### src/rtl/lrsc_resv_table_if.sv
// Serialised LSU request bus seen by the LR/SC reservation table.
// The master drives the request; the slave returns the possibly squashed op and the SC squash flag.
interface lrsc_resv_table_if #(
    parameter int unsigned NHARTS  = 2,
    parameter int unsigned PA_BITS = 56
);
    localparam int unsigned HART_BITS = (NHARTS > 1) ? $clog2(NHARTS) : 1;

    logic                 ReqValidM;
    logic [HART_BITS-1:0] ReqHartM;
    logic [1:0]           PreLSURWM;
    logic [1:0]           LSUAtomicM;
    logic [PA_BITS-1:0]   PAdrM;
    logic [1:0]           LSURWM;
    logic                 SquashSCW;

    modport master (
        output ReqValidM, ReqHartM, PreLSURWM, LSUAtomicM, PAdrM,
        input  LSURWM, SquashSCW
    );

    modport slave (
        input  ReqValidM, ReqHartM, PreLSURWM, LSUAtomicM, PAdrM,
        output LSURWM, SquashSCW
    );
endinterface

### src/rtl/lrsc_resv_table.sv
// Per-hart load-reserved/store-conditional reservation tracker at the serialised memory port.
// Squashes failing SCs, invalidates on foreign stores and snoops, and expires stale reservations.
module lrsc_resv_table #(
    parameter int unsigned NHARTS    = 2,
    parameter int unsigned PA_BITS   = 56,
    parameter int unsigned GRAN_BITS = 3,
    parameter int unsigned TIMEOUT   = 128
) (
    input  logic                 clk,
    input  logic                 reset,
    input  logic                 StallW,
    input  logic                 SnoopValid,
    input  logic [PA_BITS-1:0]   SnoopPAdr,
    lrsc_resv_table_if.slave     bus,
    output logic [NHARTS-1:0]    ReservationValidW
);
    localparam int unsigned HART_BITS = (NHARTS > 1) ? $clog2(NHARTS) : 1;
    localparam int unsigned GA_BITS   = PA_BITS - GRAN_BITS;
    localparam int unsigned CNT_BITS  = (TIMEOUT > 0) ? $clog2(TIMEOUT + 1) : 1;

    typedef logic [GA_BITS-1:0]  gadr_t;
    typedef logic [CNT_BITS-1:0] cnt_t;

    logic [NHARTS-1:0] validQ, validD;
    gadr_t             resAdrQ [NHARTS];
    gadr_t             resAdrD [NHARTS];
    cnt_t              cntQ    [NHARTS];
    cnt_t              cntD    [NHARTS];
    logic              squashQ;

    logic  reqLr, reqSc, reqSt;
    gadr_t reqGadr, snpGadr;
    logic  selValid;
    gadr_t selAdr;
    logic  scSuccess, squashM, storeEff, isOwn;

    // Byte-offset bits and the upper atomic-type bit take no part in reservation tracking.
    logic unusedBits;
    assign unusedBits = ^{bus.LSUAtomicM[1], bus.PAdrM[GRAN_BITS-1:0], SnoopPAdr[GRAN_BITS-1:0]};

    assign reqLr   = bus.ReqValidM & bus.PreLSURWM[1] & bus.LSUAtomicM[0];
    assign reqSc   = bus.ReqValidM & bus.PreLSURWM[0] & bus.LSUAtomicM[0];
    assign reqSt   = bus.ReqValidM & bus.PreLSURWM[0];
    assign reqGadr = bus.PAdrM[PA_BITS-1:GRAN_BITS];
    assign snpGadr = SnoopPAdr[PA_BITS-1:GRAN_BITS];

    // Compare against the hart index rather than indexing, so out-of-range harts select nothing.
    always_comb begin
        selValid = 1'b0;
        selAdr   = '0;
        for (int i = 0; i < int'(NHARTS); i++) begin
            if (HART_BITS'(i) == bus.ReqHartM) begin
                selValid = validQ[i];
                selAdr   = resAdrQ[i];
            end
        end
    end

    assign scSuccess  = selValid & (selAdr == reqGadr) & ~(SnoopValid & (snpGadr == selAdr));
    assign squashM    = reqSc & ~scSuccess;
    assign storeEff   = reqSt & ~squashM & ~StallW;
    assign bus.LSURWM = squashM ? 2'b00 : bus.PreLSURWM;

    // Later updates override earlier ones: timeout, snoop, foreign store, own SC, LR.
    always_comb begin
        validD = validQ;
        isOwn  = 1'b0;
        for (int i = 0; i < int'(NHARTS); i++) begin
            resAdrD[i] = resAdrQ[i];
            cntD[i]    = cntQ[i];
            isOwn      = (HART_BITS'(i) == bus.ReqHartM);

            if ((TIMEOUT != 0) && validQ[i]) begin
                cntD[i] = cntQ[i] - 1'b1;
                if (cntQ[i] == cnt_t'(1)) begin
                    validD[i] = 1'b0;
                end
            end

            if (SnoopValid && (resAdrQ[i] == snpGadr)) begin
                validD[i] = 1'b0;
            end

            if (storeEff && !isOwn && (resAdrQ[i] == reqGadr)) begin
                validD[i] = 1'b0;
            end

            if (!StallW && reqSc && isOwn) begin
                validD[i] = 1'b0;
            end

            if (!StallW && reqLr && isOwn) begin
                validD[i]  = 1'b1;
                resAdrD[i] = reqGadr;
                cntD[i]    = cnt_t'(TIMEOUT);
            end
        end
    end

    always_ff @(posedge clk) begin
        if (reset) begin
            validQ  <= '0;
            squashQ <= 1'b0;
            for (int i = 0; i < int'(NHARTS); i++) begin
                resAdrQ[i] <= '0;
                cntQ[i]    <= '0;
            end
        end else begin
            validQ <= validD;
            for (int i = 0; i < int'(NHARTS); i++) begin
                resAdrQ[i] <= resAdrD[i];
                cntQ[i]    <= cntD[i];
            end
            if (!StallW) begin
                squashQ <= squashM;
            end
        end
    end

    assign bus.SquashSCW      = squashQ;
    assign ReservationValidW  = validQ;
endmodule

### src/flat_wrapper.sv
// flat-port wrapper written by rule: the top's interface ports become plain ports
module lrsc_resv_table_flat 
#(
    parameter int unsigned NHARTS    = 2,
    parameter int unsigned PA_BITS   = 56,
    parameter int unsigned GRAN_BITS = 3,
    parameter int unsigned TIMEOUT   = 128
)
  (clk, reset, StallW, SnoopValid, SnoopPAdr, ReservationValidW, bus_ReqValidM, bus_ReqHartM, bus_PreLSURWM, bus_LSUAtomicM, bus_PAdrM, bus_LSURWM, bus_SquashSCW);
  lrsc_resv_table_if #(.NHARTS(NHARTS), .PA_BITS(PA_BITS)) bus_i ();
  input  logic clk;
  input  logic reset;
  input  logic StallW;
  input  logic SnoopValid;
  input  logic [PA_BITS-1:0] SnoopPAdr;
  output logic [NHARTS-1:0] ReservationValidW;
  input wire logic [$bits(bus_i.ReqValidM)-1:0] bus_ReqValidM;
  input wire logic [$bits(bus_i.ReqHartM)-1:0] bus_ReqHartM;
  input wire logic [$bits(bus_i.PreLSURWM)-1:0] bus_PreLSURWM;
  input wire logic [$bits(bus_i.LSUAtomicM)-1:0] bus_LSUAtomicM;
  input wire logic [$bits(bus_i.PAdrM)-1:0] bus_PAdrM;
  output wire logic [$bits(bus_i.LSURWM)-1:0] bus_LSURWM;
  output wire logic [$bits(bus_i.SquashSCW)-1:0] bus_SquashSCW;
  assign bus_i.ReqValidM = bus_ReqValidM;
  assign bus_i.ReqHartM = bus_ReqHartM;
  assign bus_i.PreLSURWM = bus_PreLSURWM;
  assign bus_i.LSUAtomicM = bus_LSUAtomicM;
  assign bus_i.PAdrM = bus_PAdrM;
  assign bus_LSURWM = bus_i.LSURWM;
  assign bus_SquashSCW = bus_i.SquashSCW;
  lrsc_resv_table #(.NHARTS(NHARTS), .PA_BITS(PA_BITS), .GRAN_BITS(GRAN_BITS), .TIMEOUT(TIMEOUT)) u_core (.clk(clk), .reset(reset), .StallW(StallW), .SnoopValid(SnoopValid), .SnoopPAdr(SnoopPAdr), .bus(bus_i), .ReservationValidW(ReservationValidW));
endmodule
### config.mk
export PLATFORM = sky130hd
export DESIGN_NAME = lrsc_resv_table_flat
export DESIGN_NICKNAME = d
export VERILOG_FILES = /design/src/rtl/lrsc_resv_table_if.sv /design/src/rtl/lrsc_resv_table.sv /design/src/flat_wrapper.sv
export SDC_FILE = /design/constraint.sdc
export NUM_CORES = 1
export LEC_CHECK = 0
export CAP_MARGIN = 15
export CORE_ASPECT_RATIO = 0.7
export CORE_MARGIN = 2
export CORE_UTILIZATION = 35
export CTS_BUF_LIST = sky130_fd_sc_hd__clkbuf_8
export DETAILED_ROUTE_END_ITERATION = 6
export GPL_TIMING_DRIVEN = 0
export PLACE_DENSITY = 0.53
export SLEW_MARGIN = 20
export SYNTH_ARGS = -nofsm -noshare
export SYNTH_HDL_FRONTEND = slang
export SYNTH_SLANG_ARGS = --single-unit
### constraint.sdc
create_clock -name clk -period 2.68 [get_ports clk]
set_input_delay 0.268 -clock clk [delete_from_list [all_inputs] [get_ports clk]]
set_output_delay 0.268 -clock clk [all_outputs]
set_load 0.02 [all_outputs]
==> flow_results.xml, run 1 <==
<?xml version="1.0" encoding="UTF-8"?>
<metrics>
  <group name="die">
    <metric name="placeableCoreArea" unit="um^2">24800</metric>
    <metric name="ports" unit="">127</metric>
    <metric name="die_width" unit="um">194.6</metric>
    <metric name="initial_core_util" unit="%">35.87</metric>
    <metric name="die_y" unit="um">137.4</metric>
    <metric name="num_rows" unit="">48</metric>
    <metric name="die-area" unit="um^2">26730</metric>
  </group>
  <group name="power">
    <metric name="clock_power_share" unit="%">38.2</metric>
    <metric name="powerDensity" unit="nW/um^2">432.4</metric>
    <metric name="p_leak" unit="uW">0.003562</metric>
    <metric name="p_switching" unit="uW">1614</metric>
    <metric name="power.share.combinational" unit="%">21.4</metric>
    <metric name="max-vdd-ir-drop" unit="uV">299.8</metric>
    <metric name="power.internal" unit="uW">3172</metric>
    <metric name="seq_power_share" unit="%">40.4</metric>
    <metric name="swShare" unit="%">33.73</metric>
  </group>
  <group name="worst_setup_path">
    <metric name="regToRegEndpoint" unit="">u_core.ReservationValidW[0]$_SDFF_PP0_</metric>
    <metric name="setup.worst_path.end_class" unit="">primary output</metric>
    <metric name="cp-start-kind" unit="">flip-flop</metric>
    <metric name="largest_fanout_on_the_critical_path" unit="">5</metric>
    <metric name="regToRegSetupSlack" unit="ns">-0.05</metric>
    <metric name="critical_path.startpoint" unit="">u_core.resAdrQ[0][92]$_SDFFE_PP0P_</metric>
    <metric name="ff2ff_path_depth" unit="">7</metric>
    <metric name="crit_arrival" unit="ns">2.90</metric>
    <metric name="worstPathRequired" unit="ns">2.41</metric>
    <metric name="crit-reg2reg-launch" unit="">u_core.resAdrQ[0][29]$_SDFFE_PP0P_</metric>
    <metric name="type_of_the_setup_path_with_the_least_slack" unit="">flip-flop to primary output</metric>
  </group>
  <group name="synthesis">
    <metric name="synth_cell_type_count" unit="">51</metric>
    <metric name="post_synth_xor_area_fraction" unit="%">27.27</metric>
    <metric name="synth-seq-area-share" unit="%">28.13</metric>
    <metric name="synth_adder_area_share" unit="%">0.5626</metric>
    <metric name="compound_cell_area_share_of_the_yosys_netlist" unit="%">11.63</metric>
    <metric name="async_reset_ff_share" unit="%">0</metric>
    <metric name="synthesis.nets" unit="">1274</metric>
    <metric name="combinational_family_with_the_most_area_after_synthesis" unit="">XOR/XNOR gates</metric>
    <metric name="syn_avg_cell_area" unit="um^2">7.749</metric>
    <metric name="synthDominantAreaCellType" unit="">sky130_fd_sc_hd__dfxtp_1</metric>
    <metric name="synth_flop_cell" unit="">sky130_fd_sc_hd__dfxtp_1</metric>
    <metric name="ys_seq_elements" unit="">125</metric>
    <metric name="synth_edf_count" unit="">0</metric>
    <metric name="muxShareOfSynthArea" unit="%">6.259</metric>
    <metric name="post_synth_instance_area" unit="um^2">8896</metric>
    <metric name="synth_area_leaders" unit="">sky130_fd_sc_hd__dfxtp_1, sky130_fd_sc_hd__xnor2_1, sky130_fd_sc_hd__nand2_1, sky130_fd_sc_hd__xor2_1, sky130_fd_sc_hd__a21oi_1</metric>
    <metric name="synth.top_cell.area_share" unit="%">28.13</metric>
    <metric name="syn-instance-count" unit="">1148</metric>
    <metric name="basic_gate_share_of_the_synthesized_area_counting_and_or_nand_and_nor_cells" unit="%">19.99</metric>
    <metric name="yosys_warnings" unit="">0</metric>
  </group>
  <group name="grt">
    <metric name="grt_pass1_wl" unit="um">64060</metric>
    <metric name="globalRouteOverflowTotal" unit="">0</metric>
    <metric name="globalRouteTotalUtil" unit="%">35.31</metric>
    <metric name="maximum_number_of_pins_on_one_net_before_global_route_repair" unit="">17</metric>
    <metric name="first_global_vias" unit="">8331</metric>
    <metric name="antenna_violations_before_repair" unit="">4</metric>
  </group>
  <group name="sta">
    <metric name="post-route-min-period" unit="ns">3.167</metric>
    <metric name="grt_setup_unrepaired" unit="">yes</metric>
    <metric name="final_hold_viol_count" unit="">0</metric>
    <metric name="worst-slew-pin-transition" unit="ns">1.009</metric>
    <metric name="finClkSkew" unit="ns">0.01780</metric>
    <metric name="post-route-period-util" unit="%">118.2</metric>
    <metric name="timing.final.max_slew_violations" unit="">0</metric>
    <metric name="fmax" unit="GHz">0.3158</metric>
    <metric name="final_setup_violation_count" unit="">3</metric>
    <metric name="layout_setup_ws" unit="ns">-0.4867</metric>
    <metric name="timing.slew.headroom" unit="%">32.77</metric>
  </group>
  <group name="placement">
    <metric name="dp_hpwl" unit="um">38880</metric>
    <metric name="dp.cells" unit="">1546</metric>
    <metric name="gp_congestion" unit="">1.084</metric>
    <metric name="buffer_ports.inserted" unit="">73</metric>
    <metric name="setup_ws_pre_cts" unit="ns">-1.361</metric>
  </group>
  <group name="hold_path">
    <metric name="hold_start" unit="">bus_PAdrM[25]</metric>
    <metric name="min_path_cells" unit="">3</metric>
    <metric name="min_path_type" unit="">input port to flip-flop</metric>
    <metric name="worst_min_delay_path_endpoint" unit="">u_core.resAdrQ[0][75]$_SDFFE_PP0P_</metric>
  </group>
  <group name="detailed_routing">
    <metric name="routedWlPerCell" unit="um">29.80</metric>
    <metric name="vias_per_cell" unit="">5.752</metric>
    <metric name="route.vias.total" unit="">9128</metric>
    <metric name="postRouteAntennaNets" unit="">0</metric>
    <metric name="totalWireLength" unit="um">47290</metric>
    <metric name="route.detailed.drc" unit="">0</metric>
    <metric name="drt_iter0_markers" unit="">1067</metric>
    <metric name="detail_route.first_pass.iterations" unit="">7</metric>
  </group>
  <group name="clock_tree">
    <metric name="clkSlewWorstSetupHoldPaths" unit="ns">0.08</metric>
    <metric name="clk_path_buf_depth" unit="">2</metric>
    <metric name="clock-sinks" unit="">125</metric>
    <metric name="clk_latency" unit="ns">0.50</metric>
    <metric name="ctsRootBufferMaster" unit="">sky130_fd_sc_hd__clkbuf_8</metric>
    <metric name="clock_tree.htree_level_count" unit="">4</metric>
    <metric name="cts_tree" unit="">built</metric>
    <metric name="number_of_buffers_inserted_by_hold_repair_at_cts" unit="">0</metric>
    <metric name="cts-buffers-inserted" unit="">17</metric>
  </group>
  <group name="outcome">
    <metric name="result_of_the_run" unit="">complete, but fails checks</metric>
    <metric name="violations_in_the_final_reports" unit="">negative setup slack</metric>
  </group>
  <group name="layout">
    <metric name="utilization" unit="%">44.63</metric>
    <metric name="post_route_cells_drive_above_1_share" unit="%">11.35</metric>
    <metric name="final_common_cell" unit="">sky130_fd_sc_hd__nand2_1</metric>
    <metric name="final-seq-area" unit="um^2">2549</metric>
    <metric name="layout.cells.most_common_list" unit="">sky130_fd_sc_hd__nand2_1, sky130_fd_sc_hd__xnor2_1, sky130_fd_sc_hd__a21oi_1, sky130_fd_sc_hd__dfxtp_1, sky130_fd_sc_hd__clkbuf_1</metric>
    <metric name="layout.nets" unit="">1373</metric>
    <metric name="layoutNonFillerInstCount" unit="">1587</metric>
    <metric name="layout-area-overhead-vs-synth" unit="%">24.44</metric>
    <metric name="area_used_by_multi_input_combinational_logic" unit="um^2">6345</metric>
    <metric name="filler_cell_count" unit="">2503</metric>
  </group>
  <group name="run">
    <metric name="max-cap-violations" unit="">0</metric>
  </group>
</metrics>
timing repair:
item | CTS | global route
pin swaps | 4 | 6
setup buffers | 4 | 3
setup endpoints to repair | 5 | 4
gates resized for setup | 66 | 60
flip-flops by register name (all words and copies together), names as in the netlist:
| signal | count |
|---|---|
| u_core.ReservationValidW | 2 |
| u_core.bus.SquashSCW | 1 |
| u_core.cntQ | 16 |
| u_core.resAdrQ | 106 |
worst max-delay path: stages, from the launching register on:
cell	delay [ns]
sky130_fd_sc_hd__dfxtp_1	0.46
sky130_fd_sc_hd__mux2i_2	0.13
sky130_fd_sc_hd__xnor2_1	0.23
sky130_fd_sc_hd__nor4_2	0.40
sky130_fd_sc_hd__nand4_1	0.25
sky130_fd_sc_hd__or4b_4	0.63
sky130_fd_sc_hd__a21boi_2	0.14
sky130_fd_sc_hd__buf_4	0.15
cell type report:
cell class / count / share of cell area [%]
Clock buffer: 20 / 2.486
Sequential cell: 125 / 23.02
Buffer: 91 / 3.651
Inverter: 45 / 1.526
Antenna cell: 2 / 0.04521
Tap cell: 325 / 3.673
Clock inverter: 12 / 1.232
Multi-Input combinational cell: 887 / 57.31
Timing Repair Buffer: 80 / 7.052
layer usage:
| metal | track usage [%] | vias up | routed length [um] |
|---|---|---|---|
| li1 | - | 4095 | - |
| met2 | 48.96 | 486 | 18440 |
| met1 | 49.51 | 4478 | 22060 |
| met4 | 9.744 | 6 | 1064 |
| met5 | 0 | - | 125 |
| met3 | 14.66 | 63 | 5598 |
stage by stage:
| step | TNS [ns] | hold slack, ns | power [uW] | area [um^2] |
|---|---|---|---|---|
| finish | -1.020 | 0.1246 | 4787 | 11070 |
| global placement | -14.54 | 0.4846 | 2904 | 10040 |
| global route | -0.9912 | 0.1356 | 4895 | 11070 |
| CTS | -0.9427 | 0.1114 | 4720 | 10760 |
| floorplan | -0.02059 | 0.4040 | 2433 | 8904 |
| detailed placement | -14.82 | 0.4870 | 2897 | 10050 |
worst max path at each step:
stage	slack, ns	end
4_1_cts	-0.47	bus_LSURWM[0]
6_report	-0.49	bus_LSURWM[0]
2_1_floorplan	-0.01	bus_LSURWM[0]
5_1_grt	-0.50	bus_LSURWM[1]
3_3_place_gp	-1.35	bus_LSURWM[1]
3_5_place_dp	-1.36	bus_LSURWM[1]
Yosys cell counts, types with 3 or more instances:
| cell type | count |
|---|---|
| sky130_fd_sc_hd__a2111oi_0 | 4 |
| sky130_fd_sc_hd__a211oi_1 | 3 |
| sky130_fd_sc_hd__a21oi_1 | 111 |
| sky130_fd_sc_hd__a221oi_1 | 8 |
| sky130_fd_sc_hd__a222oi_1 | 4 |
| sky130_fd_sc_hd__a22o_1 | 3 |
| sky130_fd_sc_hd__buf_6 | 4 |
| sky130_fd_sc_hd__clkbuf_1 | 81 |
| sky130_fd_sc_hd__dfxtp_1 | 125 |
| sky130_fd_sc_hd__ha_1 | 4 |
| sky130_fd_sc_hd__inv_1 | 45 |
| sky130_fd_sc_hd__mux2i_1 | 52 |
| sky130_fd_sc_hd__nand2_1 | 228 |
| sky130_fd_sc_hd__nand3_1 | 8 |
| sky130_fd_sc_hd__nand4_1 | 40 |
| sky130_fd_sc_hd__nor2_1 | 12 |
| sky130_fd_sc_hd__nor2b_1 | 7 |
| sky130_fd_sc_hd__nor3_1 | 12 |
| sky130_fd_sc_hd__nor4_1 | 51 |
| sky130_fd_sc_hd__nor4b_1 | 3 |
| sky130_fd_sc_hd__o21ai_0 | 5 |
| sky130_fd_sc_hd__o22ai_1 | 18 |
| sky130_fd_sc_hd__o2bb2ai_1 | 7 |
| sky130_fd_sc_hd__or4_1 | 5 |
| sky130_fd_sc_hd__xnor2_1 | 203 |
| sky130_fd_sc_hd__xor2_1 | 74 |
logic make-up (layout without fill, tap and decap cells):
family	after synthesis	count (layout)
other cells	0	2
flops	125	125
simple gates	378	378
fa+ha+maj	4	4
buf+inv	136	248
compound gates	174	174
mux	54	54
xor+xnor	277	277
power groups by stage:
stage	combinational (uW)	clock, uW	sequential (uW)
after CTS	955	1830	1930
after global routing	1050	1900	1940
final	1020	1830	1930
after floorplan	472	0	1960
after global placement	928	0	1980
after detailed placement	921	0	1980
(Power assumes the default switching activity.)
==> inputs of run 2 (changes only) <==
--- a/config.mk
+++ b/config.mk
@@ -10,6 +10,7 @@
 export CORE_MARGIN = 2
 export CORE_UTILIZATION = 35
 export CTS_BUF_LIST = sky130_fd_sc_hd__clkbuf_8
+export CTS_CLUSTER_SIZE = 25
 export DETAILED_ROUTE_END_ITERATION = 6
 export GPL_TIMING_DRIVEN = 0
 export PLACE_DENSITY = 0.53
==> constraint.sdc (replaced) <==
create_clock -name clk -period 3.9 [get_ports clk]
set_input_delay 0.39 -clock clk [delete_from_list [all_inputs] [get_ports clk]]
set_output_delay 0.39 -clock clk [all_outputs]
set_load 0.02 [all_outputs]
==> run 2 against run 1 <==
First-iteration DRC count up 9.2%. Sequential share of layout area increased by 0.79 points. Core utilization shrank 2.3 points. Worst hold slack improved by 0.11 ns. Clock skew down 0.0023 ns. Routed wire length rose by 1.3%. Count of clock-buffer cells in the layout shrank 2. Global-route usage is 0.85 points higher. Largest cell class unchanged. The run ends with design-rule violations left. Die area unchanged. Sequential cell count is the same. Clock power decreased by 36%. Cell count decreased by 0.32%.
==> flow_results.xml, run 2 (synthesis gave the netlist of run 1 again) <==
<?xml version="1.0" encoding="UTF-8"?>
<metrics>
  <group name="layout">
    <metric name="final_common_cell" unit="">sky130_fd_sc_hd__nand2_1</metric>
    <metric name="layout.cells.most_common_list" unit="">sky130_fd_sc_hd__nand2_1, sky130_fd_sc_hd__xnor2_1, sky130_fd_sc_hd__dfxtp_1, sky130_fd_sc_hd__a21oi_1, sky130_fd_sc_hd__clkbuf_1</metric>
    <metric name="layout.nets" unit="">1367</metric>
    <metric name="layout-area-overhead-vs-synth" unit="%">18.12</metric>
    <metric name="top_register" unit="">u_core.resAdrQ</metric>
    <metric name="largest_register_ffs" unit="">106</metric>
    <metric name="stdcell_area" unit="um^2">10510</metric>
    <metric name="post_route_cells_drive_above_1_share" unit="%">4.466</metric>
  </group>
  <group name="clock_tree">
    <metric name="clock_tree.htree_level_count" unit="">4</metric>
    <metric name="clkSlewWorstSetupHoldPaths" unit="ns">0.09</metric>
    <metric name="clk_path_buf_depth" unit="">2</metric>
    <metric name="cts-buffers-inserted" unit="">17</metric>
    <metric name="clk_latency" unit="ns">0.49</metric>
    <metric name="clock-sinks" unit="">125</metric>
    <metric name="cts_tree" unit="">built</metric>
    <metric name="ctsRootBufferMaster" unit="">sky130_fd_sc_hd__clkbuf_8</metric>
  </group>
  <group name="worst_setup_path">
    <metric name="type_of_the_setup_path_with_the_least_slack" unit="">input port to primary output</metric>
    <metric name="worstPathRequired" unit="ns">3.51</metric>
    <metric name="cp_slowest_stage_delay" unit="ns">0.56</metric>
    <metric name="crit-reg2reg-launch" unit="">u_core.resAdrQ[0][35]$_SDFFE_PP0P_</metric>
    <metric name="crit_slowest_cell" unit="">sky130_fd_sc_hd__or4b_1</metric>
    <metric name="regToRegSetupSlack" unit="ns">0.90</metric>
    <metric name="setup.worst_path.end_class" unit="">primary output</metric>
    <metric name="cp-start-kind" unit="">input port</metric>
    <metric name="path_common_cell" unit="">sky130_fd_sc_hd__buf_6</metric>
    <metric name="ff2ff_path_depth" unit="">7</metric>
    <metric name="crit_arrival" unit="ns">3.41</metric>
    <metric name="worstPathBufferInverterCount" unit="">3</metric>
    <metric name="critical_path.top_delay_family" unit="">simple AND/OR/NAND/NOR gates</metric>
    <metric name="largest_fanout_on_the_critical_path" unit="">10</metric>
    <metric name="crit_path_cell_trace" unit="">buf_6, buf_6, mux2i_2, xnor2_1, nor4_2, nand4_1, nor4_4, or4b_1, a21boi_1, dlygate4sd2_1</metric>
    <metric name="regToRegEndpoint" unit="">u_core.ReservationValidW[0]$_SDFF_PP0_</metric>
  </group>
  <group name="die">
    <metric name="die-area" unit="um^2">26730</metric>
    <metric name="ports" unit="">127</metric>
    <metric name="placeableCoreArea" unit="um^2">24800</metric>
    <metric name="die_y" unit="um">137.4</metric>
    <metric name="die_width" unit="um">194.6</metric>
    <metric name="num_rows" unit="">48</metric>
    <metric name="initial_core_util" unit="%">35.87</metric>
  </group>
  <group name="grt">
    <metric name="grt_pass1_wl" unit="um">65490</metric>
    <metric name="globalRouteTotalUtil" unit="%">36.16</metric>
    <metric name="globalRouteOverflowTotal" unit="">0</metric>
    <metric name="antenna_violations_before_repair" unit="">5</metric>
    <metric name="maximum_number_of_pins_on_one_net_before_global_route_repair" unit="">17</metric>
    <metric name="first_global_vias" unit="">8282</metric>
  </group>
  <group name="sta">
    <metric name="timing.final.max_slew_violations" unit="">0</metric>
    <metric name="fmax" unit="GHz">0.2631</metric>
    <metric name="final_setup_violation_count" unit="">0</metric>
    <metric name="post-route-min-period" unit="ns">3.801</metric>
    <metric name="post-route-period-util" unit="%">97.45</metric>
    <metric name="finClkSkew" unit="ns">0.01551</metric>
    <metric name="final_hold_viol_count" unit="">0</metric>
    <metric name="timing.slew.headroom" unit="%">32.25</metric>
    <metric name="hold-worst-slack" unit="ns">0.2372</metric>
    <metric name="grt_setup_unrepaired" unit="">no</metric>
    <metric name="worst-slew-pin-transition" unit="ns">1.016</metric>
  </group>
  <group name="detailed_routing">
    <metric name="drt_iter0_markers" unit="">1165</metric>
    <metric name="route.detailed.drc" unit="">8</metric>
    <metric name="detail_route.first_pass.iterations" unit="">7</metric>
    <metric name="totalWireLength" unit="um">47880</metric>
    <metric name="routedWlPerCell" unit="um">30.26</metric>
    <metric name="route.vias.total" unit="">9152</metric>
    <metric name="postRouteAntennaNets" unit="">0</metric>
    <metric name="vias_per_cell" unit="">5.785</metric>
  </group>
  <group name="placement">
    <metric name="gp_congestion" unit="">1.033</metric>
    <metric name="dpl_cell_area" unit="um^2">10030</metric>
    <metric name="buffer_ports.inserted" unit="">73</metric>
    <metric name="dp_hpwl" unit="um">39340</metric>
  </group>
  <group name="power">
    <metric name="p_leak" unit="uW">0.003387</metric>
    <metric name="powerDensity" unit="nW/um^2">302.7</metric>
    <metric name="max-vdd-ir-drop" unit="uV">230.0</metric>
  </group>
  <group name="run">
    <metric name="max-cap-violations" unit="">0</metric>
  </group>
  <group name="hold_path">
    <metric name="min_path_cells" unit="">3</metric>
    <metric name="hold_start" unit="">bus_PAdrM[31]</metric>
    <metric name="worst_min_delay_path_endpoint" unit="">u_core.resAdrQ[0][28]$_SDFFE_PP0P_</metric>
    <metric name="min_path_type" unit="">input port to flip-flop</metric>
  </group>
  <group name="outcome">
    <metric name="violations_in_the_final_reports" unit="">design-rule violations</metric>
    <metric name="result_of_the_run" unit="">complete, but fails checks</metric>
  </group>
</metrics>
==> run 2: timing repair <==
action | in CTS | in global routing
buffers inserted | 1 | 0
hold buffers | 0 | 0
resized for setup | 15 | 0
setup endpoints to repair | 2 | 0
==> run 2: worst max path at each step <==
stage / start / to / slack [ns] / cells past startpoint
final: bus_ReqHartM / bus_LSURWM[0] / 0.1 / 10
after global routing: bus_ReqHartM / bus_LSURWM[1] / 0.05 / 11
after CTS: bus_ReqHartM / bus_LSURWM[0] / 0.18 / 10
after detailed placement: bus_ReqHartM / bus_LSURWM[0] / -0.49 / 9
after global placement: bus_ReqHartM / bus_LSURWM[1] / -0.65 / 9
after floorplan: bus_ReqHartM / bus_LSURWM[0] / 0.89 / 8
==> run 2: worst min-delay path, stage by stage <==
cell,delay (ns)
sky130_fd_sc_hd__buf_1,0.15
sky130_fd_sc_hd__nand2_1,0.09
sky130_fd_sc_hd__a21oi_1,0.05
==> run 2: layout make-up <==
cell class,instances,area (um^2)
Tap cell,325,406.6
Multi-Input combinational cell,887,5917
Inverter,45,168.9
Clock inverter,14,136.4
Sequential cell,125,2502
Timing Repair Buffer,74,735.7
Fill cell,2619,14300
Clock buffer,18,247.7
Antenna cell,3,7.507
Buffer,91,385.4
==> run 2: routing by layer <==
metal  part of all wire [%]  global-route usage [%]  up-vias
li1                       -                       -     4074
met1                     49                   54.74     4519
met2                     39                   50.50      508
met3                     10                   9.131       49
met4                    1.7                   7.949        2
met5                  0.036                       0        -
==> run 2: stage by stage <==
stage               instances  utilization, %  total power, uW  worst slack, ns  setup TNS [ns]
floorplan                1148               -             1671           0.8853               0
global placement         1546           40.45             2005          -0.6542          -1.308
detailed placement       1546           40.46             1999          -0.4927         -0.9751
CTS                      1579           42.33             3182           0.1848               0
global route             1579           42.33             3264          0.04926               0
finish                   1582           42.36             3181          0.09931               0
==> run 2: power by group <==
group	internal, uW	switching (uW)
sequential	1300	32.7
clock	530	647
combinational	244	430
total	2070	1110
